<file path="src/rtl/epot_prog_pkg.sv">
// EPOT programming sequencer shared definitions:
// command mode encodings, FSM states and scan-word sizing.
package epot_prog_pkg;

  localparam logic [1:0] MODE_INJ  = 2'b00;
  localparam logic [1:0] MODE_TUN  = 2'b01;
  localparam logic [1:0] MODE_MEAS = 2'b10;
  localparam logic [1:0] MODE_RSVD = 2'b11;

  typedef enum logic [2:0] {
    ST_IDLE,
    ST_SHIFT,
    ST_LATCH,
    ST_SETTLE,
    ST_MEAS,
    ST_PULSE,
    ST_DONE
  } state_t;

  function automatic int sh_len(input int row_w, input int col_w);
    return 2 + row_w + col_w;
  endfunction

endpackage

</file>
<file path="src/rtl/epot_scan_shifter.sv">
// Two-phase MSB-first scan shifter for the island mux chain.
// Phase A presents data with clock low, phase B raises clock.
module epot_scan_shifter
  import epot_prog_pkg::*;
#(
  parameter int LEN = 10
) (
  input  logic           clk,
  input  logic           rst_n,
  input  logic           load_i,
  input  logic           clr_i,
  input  logic [LEN-1:0] word_i,
  output logic           scan_clk_o,
  output logic           scan_data_o,
  output logic           scan_latch_o,
  output logic           last_o
);

  localparam int CW = $clog2(LEN + 1);

  logic [LEN-1:0] sreg_q;
  logic [CW-1:0]  cnt_q;
  logic           act_q;
  logic           ph_a_q;
  logic           sclk_q;
  logic           sdat_q;
  logic           lat_q;

  // High during the clock-high phase of the final bit.
  assign last_o = act_q & ~ph_a_q & (cnt_q == CW'(LEN - 1));

  always_ff @(posedge clk or negedge rst_n) begin
    if (!rst_n) begin
      sreg_q <= '0;
      cnt_q  <= '0;
      act_q  <= 1'b0;
      ph_a_q <= 1'b0;
      sclk_q <= 1'b0;
      sdat_q <= 1'b0;
      lat_q  <= 1'b0;
    end else if (clr_i) begin
      sreg_q <= '0;
      cnt_q  <= '0;
      act_q  <= 1'b0;
      ph_a_q <= 1'b0;
      sclk_q <= 1'b0;
      sdat_q <= 1'b0;
      lat_q  <= 1'b0;
    end else if (load_i) begin
      sreg_q <= word_i;
      cnt_q  <= '0;
      act_q  <= 1'b1;
      ph_a_q <= 1'b1;
      sclk_q <= 1'b0;
      sdat_q <= word_i[LEN-1];
      lat_q  <= 1'b0;
    end else begin
      lat_q <= 1'b0;
      if (act_q) begin
        if (ph_a_q) begin
          sclk_q <= 1'b1;
          ph_a_q <= 1'b0;
        end else if (last_o) begin
          sclk_q <= 1'b0;
          sdat_q <= 1'b0;
          lat_q  <= 1'b1;
          act_q  <= 1'b0;
        end else begin
          sclk_q <= 1'b0;
          sdat_q <= sreg_q[LEN-2];
          sreg_q <= {sreg_q[LEN-2:0], 1'b0};
          cnt_q  <= cnt_q + CW'(1);
          ph_a_q <= 1'b1;
        end
      end
    end
  end

  assign scan_clk_o   = sclk_q;
  assign scan_data_o  = sdat_q;
  assign scan_latch_o = lat_q;

endmodule

</file>
<file path="src/rtl/epot_prog_seq.sv">
// EPOT program/measure sequencer: scans the cell address into the
// mux, then loops pulse/settle/measure against the comparator.
module epot_prog_seq
  import epot_prog_pkg::*;
#(
  parameter int ROW_W      = 4,
  parameter int COL_W      = 4,
  parameter int PW_W       = 16,
  parameter int CNT_W      = 8,
  parameter int SETTLE_CYC = 16,
  parameter int MEAS_CYC   = 4
) (
  input  logic             clk,
  input  logic             rst_n,
  input  logic             cmd_valid,
  output logic             cmd_ready,
  input  logic [ROW_W-1:0] cmd_row,
  input  logic [COL_W-1:0] cmd_col,
  input  logic [1:0]       cmd_mode,
  input  logic [PW_W-1:0]  cmd_pw,
  input  logic [CNT_W-1:0] cmd_max,
  input  logic             cmd_stop,
  input  logic             abort,
  input  logic             comp_in,
  output logic             scan_clk,
  output logic             scan_data,
  output logic             scan_latch,
  output logic             inj_en,
  output logic             tun_en,
  output logic             meas_en,
  output logic             busy,
  output logic             done_valid,
  output logic             done_ok,
  output logic [CNT_W-1:0] done_pulses
);

  localparam int SH_LEN = sh_len(ROW_W, COL_W);
  localparam int CYC_W  = PW_W;

  state_t           state_q, state_d;
  logic [CYC_W-1:0] cyc_q, cyc_d;
  logic [CNT_W-1:0] pcnt_q, pcnt_d;
  logic             ok_q, ok_d;
  logic [1:0]       mode_q, mode_d;
  logic [PW_W-1:0]  pw_q, pw_d;
  logic [CNT_W-1:0] max_q, max_d;
  logic             stop_q, stop_d;
  logic             inj_q, tun_q, meas_q;
  logic             load;
  logic             clr;
  logic             sh_last;
  logic             active;
  logic [PW_W-1:0]  pw_last;

  assign active  = (state_q != ST_IDLE) && (state_q != ST_DONE);
  assign clr     = abort & active;
  // A zero pulse width still yields a single-cycle pulse.
  assign pw_last = (pw_q == '0) ? '0 : pw_q - PW_W'(1);

  epot_scan_shifter #(
    .LEN(SH_LEN)
  ) u_shift (
    .clk         (clk),
    .rst_n       (rst_n),
    .load_i      (load),
    .clr_i       (clr),
    .word_i      ({cmd_mode, cmd_row, cmd_col}),
    .scan_clk_o  (scan_clk),
    .scan_data_o (scan_data),
    .scan_latch_o(scan_latch),
    .last_o      (sh_last)
  );

  always_comb begin
    state_d = state_q;
    cyc_d   = cyc_q;
    pcnt_d  = pcnt_q;
    ok_d    = ok_q;
    mode_d  = mode_q;
    pw_d    = pw_q;
    max_d   = max_q;
    stop_d  = stop_q;
    load    = 1'b0;
    unique case (state_q)
      ST_IDLE: begin
        if (cmd_valid) begin
          mode_d = cmd_mode;
          pw_d   = cmd_pw;
          max_d  = cmd_max;
          stop_d = cmd_stop;
          pcnt_d = '0;
          ok_d   = 1'b0;
          cyc_d  = '0;
          if (cmd_mode == MODE_RSVD) begin
            state_d = ST_DONE;
          end else begin
            state_d = ST_SHIFT;
            load    = 1'b1;
          end
        end
      end
      ST_SHIFT: begin
        if (sh_last) state_d = ST_LATCH;
      end
      ST_LATCH: begin
        state_d = ST_SETTLE;
        cyc_d   = '0;
      end
      ST_SETTLE: begin
        if (cyc_q == CYC_W'(SETTLE_CYC - 1)) begin
          state_d = ST_MEAS;
          cyc_d   = '0;
        end else begin
          cyc_d = cyc_q + CYC_W'(1);
        end
      end
      ST_MEAS: begin
        if (cyc_q == CYC_W'(MEAS_CYC - 1)) begin
          cyc_d = '0;
          if (mode_q == MODE_MEAS || comp_in == stop_q) begin
            state_d = ST_DONE;
            ok_d    = 1'b1;
          end else if (pcnt_q == max_q) begin
            state_d = ST_DONE;
            ok_d    = 1'b0;
          end else begin
            state_d = ST_PULSE;
          end
        end else begin
          cyc_d = cyc_q + CYC_W'(1);
        end
      end
      ST_PULSE: begin
        if (cyc_q == pw_last) begin
          state_d = ST_SETTLE;
          cyc_d   = '0;
          pcnt_d  = pcnt_q + CNT_W'(1);
        end else begin
          cyc_d = cyc_q + CYC_W'(1);
        end
      end
      ST_DONE: begin
        state_d = ST_IDLE;
      end
      default: begin
        state_d = ST_IDLE;
      end
    endcase
    // Abort reports the pulses completed so far; a cut pulse is not counted.
    if (clr) begin
      state_d = ST_DONE;
      ok_d    = 1'b0;
      pcnt_d  = pcnt_q;
      cyc_d   = '0;
      load    = 1'b0;
    end
  end

  always_ff @(posedge clk or negedge rst_n) begin
    if (!rst_n) begin
      state_q <= ST_IDLE;
      cyc_q   <= '0;
      pcnt_q  <= '0;
      ok_q    <= 1'b0;
      mode_q  <= MODE_INJ;
      pw_q    <= '0;
      max_q   <= '0;
      stop_q  <= 1'b0;
      inj_q   <= 1'b0;
      tun_q   <= 1'b0;
      meas_q  <= 1'b0;
    end else begin
      state_q <= state_d;
      cyc_q   <= cyc_d;
      pcnt_q  <= pcnt_d;
      ok_q    <= ok_d;
      mode_q  <= mode_d;
      pw_q    <= pw_d;
      max_q   <= max_d;
      stop_q  <= stop_d;
      inj_q   <= (state_d == ST_PULSE) && (mode_d == MODE_INJ);
      tun_q   <= (state_d == ST_PULSE) && (mode_d == MODE_TUN);
      meas_q  <= (state_d == ST_SETTLE) || (state_d == ST_MEAS);
    end
  end

  assign inj_en      = inj_q;
  assign tun_en      = tun_q;
  assign meas_en     = meas_q;
  assign cmd_ready   = (state_q == ST_IDLE);
  assign busy        = (state_q != ST_IDLE);
  assign done_valid  = (state_q == ST_DONE);
  assign done_ok     = done_valid & ok_q;
  assign done_pulses = done_valid ? pcnt_q : '0;

endmodule

</file>
<file path="config.mk">
export PLATFORM = sky130hd
export DESIGN_NAME = epot_prog_seq
export DESIGN_NICKNAME = d
export VERILOG_FILES = /design/src/rtl/epot_prog_pkg.sv /design/src/rtl/epot_scan_shifter.sv /design/src/rtl/epot_prog_seq.sv
export SDC_FILE = /design/constraint.sdc
export NUM_CORES = 1
export LEC_CHECK = 0
export CAP_MARGIN = 20
export CORE_MARGIN = 10
export CORE_UTILIZATION = 30
export CTS_BUF_LIST = sky130_fd_sc_hd__clkbuf_16
export CTS_CLUSTER_DIAMETER = 120
export CTS_CLUSTER_SIZE = 25
export DETAILED_ROUTE_END_ITERATION = 16
export PLACE_DENSITY = 0.48
export SLEW_MARGIN = 40
export SYNTH_ARGS = -nofsm -noshare
export SYNTH_HDL_FRONTEND = slang
export SYNTH_SLANG_ARGS = --single-unit
</file>
<file path="constraint.sdc">
create_clock -name clk -period 5.9 [get_ports clk]
set_input_delay 1.18 -clock clk [delete_from_list [all_inputs] [get_ports clk]]
set_output_delay 1.18 -clock clk [all_outputs]
set_load 0.01 [all_outputs]
</file>
# Word-level counts from Yosys, hierarchy flattened
# Index checks and enable logic that the tools add are counted.
# word_totals
in_bits	40
ff_bits	76
mem_count	0
mem_bits_rw	0
rom_bits	0
elab_cells	139
latch_bits	0
output_inout_bits	18
# op_classes
n_eq_ne	26
mux	66
n_shift	0
order_cmp	0
n_reduce_logical	19
div	0
bitwise	6
mul	0
addsub	4
# op_table
cell	count
$mux 16	6
$pmux 16 s5	1
$mux 9	5
$mux 1	32
$mux 8	3
$mux 3	7
$mux 4	5
$pmux 3 s6	1
$add 16x1->16 const B	1
$eq 16x16->1	1
$eq 16x2->1 const B	1
$eq 16x4->1 const B	1
$logic_not 16->1	1
$pmux 8 s2	1
$sub 16x1->16 const B	1
$eq 3x3->1 const B	5
$ne 3x3->1 const B	4
$eq 3x2->1 const B	3
$reduce_bool 3->1	3
$add 8x1->8 const B	1
$eq 8x8->1	1
$mux 2	4
$reduce_and 4->1	2
$reduce_and 2->1	3
19 further kinds	28

# Longest topological paths before layout
# depth
ltp_word	8
mapped_depth	14
depth_no_buf	11

# By module
# A second synthesis with hierarchy kept.
# hier_totals
cells_unflattened	522
area_unflattened_um2	4753.3
# by_module_without_submodules
module	area_each_um2	cells_per_inst	seq_area_each_um2	n_inst
epot_prog_seq	3814.9	422	1451.4	1
epot_scan_shifter	938.4	100	450.4	1

# Worst setup path after synthesis
# No wires, ideal clock.
# synth_path
path_type	register -> register
from	register pw_q[7]
to	register pcnt_q[7]
period_less_slack_ns	3.805
path_buffers	4
stages_incl_launch_ff	14
required_ns	5.779
setup_ns	0.121
arrival_time_ns	3.683
path_slack_ns	2.095
cell_sequence	dfrtp_1 -> buf_6 -> or4_1 -> buf_2 -> or3_1 -> clkbuf_2 -> or2_2 -> xnor2_1 -> a2111o_1 -> or4b_4 -> nor4_4 -> buf_6 -> a211oi_1 -> nand2b_1
# synth_via
elab_chain_cells	5
elab_cells_between_ends	6
classes_between	add/sub (1); eq/ne (2); mux (1); reduce/logical (2)
# synth_lines
element	line	rtl
start: declaration	epot_prog_seq.sv:45	logic [PW_W-1:0] pw_q, pw_d;
start signal: assignment	epot_prog_seq.sv:178	pw_q <= pw_d;
$sub 16x1->16 or $logic_not 16->1 (tied branches)	epot_prog_seq.sv:58	assign pw_last = (pw_q == '0) ? '0 : pw_q - PW_W'(1);
$mux 16 (*)	epot_prog_seq.sv:58	
$eq 16x16->1 (*)	epot_prog_seq.sv:134	if (cyc_q == pw_last) begin
$ne 2x2->1 (no line) (*)	n/a	
$reduce_and 4->1 (no line) (*)	n/a	
end signal: assignment	epot_prog_seq.sv:175	pcnt_q <= pcnt_d;
end: declaration	epot_prog_seq.sv:42	logic [CNT_W-1:0] pcnt_q, pcnt_d;
# Every way passes the cells marked *; elsewhere a longest branch is shown, timed or not.
# A chain may end at the register's enable or synchronous reset.

# Worst setup path in the final report
# layout_path
from	register pw_q[7]
to	register pcnt_q[1]
# Same word-level chain as after synthesis.

==> impl_metrics.tcl <==
set metrics [dict create \
    status "complete, no violations" \
    synth_cell_types 63 \
    postCtsSetupBuffers 0 \
    maxCapViolations 0 \
    worst_path_max_delay_cell "or4_1" \
    die-area_sq_um 21700 \
    htree_levels 3 \
    tns_ns 0 \
    start_util_pct 30.7 \
    worstHoldPathCells 2 \
    cts.sinks 76 \
    cp_max_fo 13 \
    ys_ff_latch 76 \
    wl_met1_mm 6.31 \
    rsz0062_at_grt "no" \
    die_width_um 147 \
    crit_required_ns 6.12 \
    diodes 0 \
    wirelength_mm 13.2 \
    syn_avg_cell_area_sq_um 8.05 \
    cts_tree "yes" \
    synth.area.mux_share_pct 3.00 \
    clk_pin_slew_ns 0.06 \
    slowest_delay_ns 0.65 \
    grt_pass1_wl_mm 22.2 \
    final_cell_mix "130 x nand2_1, 76 x dfrtp_1, 56 x clkdlybuf4s50_1" \
    hp-class "flip-flop to flip-flop" \
    ys_seq_area_share_pct 39.0 \
    hold_buffers 0 \
    clockBufferDepth 2 \
    worst_r2r_path_depth 9 \
    fp-row-count 46 \
    drive_gt1_share_pct 5.63 \
    boundaryPins 58 \
    clk_latency_ns 0.34 \
    seqPwrFrac_pct 34.0 \
    routed_via_density 5.11 \
    synth_compound_area_share_pct 14.8 \
    synthXorXnorAreaFrac_pct 5.32 \
    critPathLaunchType "flip-flop" \
    ff2ff_setup_slack_ns 1.65 \
    setup_slack_ns 1.65 \
    wl_met2_mm 6.18 \
    final_common_cell "nand2_1" \
    die_height_um 147 \
    synth_fa_ha_area_share_pct 1.28 \
    swShare_pct 42.1 \
    yosys_most_used_dff "dfrtp_1" \
    path_cells "or4_1, or3_1, or2_2, xnor2_1, a2111o_1, or4b_4, nor4_4, nor2_2, mux2_4" \
    grt_usage_pct 12.3 \
    hold_end "ok_q" \
    clock_skew_ns 0.0100 \
    cts_made_buffers 9 \
    placed_cell_area_sq_um 5570 \
    relSlewSlack_pct 49.6 \
    wl_per_cell_um 15.4 \
    p_sw_w 0.00107 \
    fin_util_pct 37.1 \
    postRouteAntennaNets 0 \
    nets 680 \
    power_density_nw_per_um2 433 \
    critPathKind "flip-flop to flip-flop" \
    power.internal_w 0.00148 \
    overflow 0 \
    vias 4371 \
    slew_violations 0 \
    fin_crit_ns 4.25 \
    worst_pin_slew_ns 0.755 \
    dr_wl_met3_um 481 \
    syn_area_sq_um 4870 \
    worst_ep_arrival_time_ns 4.47 \
    post-route-cell-area_sq_um 5900 \
    setup_viol 0 \
    hp-start "ok_q" \
    syn2layout_area_growth_pct 21.0 \
    first_global_vias 4280 \
    clock-root-buffer "clkbuf_16" \
    port_buffers 57 \
    synthCells 605 \
    vdd_drop_max_v 0.000194 \
    async_flop_share_pct 100 \
    hpwl_mm 9.73 \
    synth-edff-count 0 \
    grt_max_degree 77 \
    syn_nets 650 \
    post_cts_resized 0 \
    top_layer "met4" \
    clkPwrFrac_pct 23.3 \
    p_leak_nw 2.56 \
    yosysWarnings 0 \
    rr_startpoint "pw_q[7]" \
    core_region_area_sq_um 15900 \
    antenna_found_initial 0 \
    timing.fmax_ghz 0.235 \
    cp-end-kind "flip-flop" \
    fillers 1693 \
    post-place-ws_ns 1.67 \
    dr.first_iter.drc_count 306 \
    finalCritPeriodShare_pct 72.0 \
    p_comb_share_pct 42.7 \
    synth_top_family_by_area "simple AND/OR/NAND/NOR gates" \
    worstReg2RegEnd "pcnt_q[1]" \
    globalplace.congestion 0.850 \
    dr.pass1.iters 5 \
    synthSimpleGateAreaFrac_pct 30.8 \
    final-hold-violation-count 0 \
    hold_ws_ns 0.495 \
    drc 0 \
]
-- worst max-delay path: cells and delay by family (launching register included) --
kind | cells | cell delay, ns
mux | 1 | 0.32
flops | 1 | 0.46
xor+xnor | 1 | 0.14
simple gates | 6 | 2.76
compound gates | 1 | 0.43
-- power by group through the flow --
stage	Sequential (W)	Clock (W)	Combinational, W
after floorplan	0.000775	0	0.000865
after global placement	0.000865	0	0.00108
after detailed placement	0.000871	0	0.00109
after CTS	0.000863	0.000610	0.00109
after global routing	0.000897	0.000633	0.00123
final	0.000868	0.000594	0.00109
-- how the worst max path moves through the flow --
| stage | slack [ns] | from | cells after the start | end |
|---|---|---|---|---|
| after floorplan | 2.10 | pw_q[7] | 13 | pcnt_q[7] |
| after detailed placement | 1.67 | pw_q[7] | 9 | pcnt_q[1] |
| after CTS | 1.66 | pw_q[7] | 9 | pcnt_q[1] |
| after global placement | 1.74 | pw_q[7] | 9 | pcnt_q[1] |
| after global routing | 1.44 | pw_q[7] | 9 | pcnt_q[1] |
| final | 1.65 | pw_q[7] | 9 | pcnt_q[1] |
-- cells by family after synthesis --
group / count (synthesis)
XOR/XNOR: 28
adder cells (fa/ha/maj): 5
buffers and inverters: 69
multiplexers: 14
AND/OR/NAND/NOR: 304
AO/OA/AOI/OAI: 109
flip-flops: 76
-- final cells by class --
class | instances | area (sq um) | area share [%]
multi-input cells | 460 | 2710 | 45.9
flip-flops and latches | 76 | 1900 | 32.3
repair buffers | 60 | 594 | 10.1
well taps | 216 | 270 | 4.58
clock buffers | 9 | 225 | 3.82
inverters | 28 | 105 | 1.78
clock inverters | 7 | 91.3 | 1.55
-- metrics by stage --
step / instances / power, W
after detailed placement: 840 / 0.00196
after floorplan: 605 / 0.00164
after global placement: 840 / 0.00194
after global routing: 856 / 0.00276
after CTS: 856 / 0.00257
final: 856 / 0.00255
-- per-layer routing --
layer,GRT usage [%],vias to the layer above
met3,2.17,16
met1,16.2,2115
li1,-,2162
met4,4.81,0
met2,19.7,78
met5,0,-
-- registers in the layout (all words and copies together), names as in the netlist, 2 cells and up --
name	flops
max_q	8
pw_q	16
state_q	3
cyc_q	16
u_shift.sreg_q	9
mode_q	2
pcnt_q	8
u_shift.cnt_q	4
-- Yosys cell counts, types with 4 or more instances --
| library cell | count | area, sq um |
|---|---|---|
| nor2_1 | 39 | 146 |
| a21oi_1 | 16 | 80.1 |
| nor4_1 | 11 | 68.8 |
| nand2_1 | 131 | 492 |
| o31ai_1 | 4 | 30.0 |
| buf_2 | 4 | 20.0 |
| and2_1 | 9 | 56.3 |
| ha_1 | 5 | 62.6 |
| buf_1 | 5 | 18.8 |
| or2_2 | 5 | 31.3 |
| nand2b_1 | 14 | 87.6 |
| xor2_1 | 12 | 105 |
| dfrtp_1 | 76 | 1900 |
| or4_1 | 6 | 45.0 |
| mux2i_1 | 12 | 120 |
| nor3b_1 | 4 | 30.0 |
| a31oi_1 | 5 | 31.3 |
| o21ai_0 | 34 | 170 |
| nand3_1 | 12 | 60.1 |
| o22ai_1 | 10 | 62.6 |
| nor4b_1 | 4 | 35.0 |
| nor3_1 | 24 | 120 |
| clkbuf_1 | 29 | 109 |
| a211oi_1 | 6 | 45.0 |
| inv_1 | 28 | 105 |
| xnor2_1 | 15 | 131 |
| nor2b_1 | 15 | 93.8 |
| and3_1 | 6 | 37.5 |
| nand4_1 | 11 | 68.8 |
(Power assumes the default switching activity.)
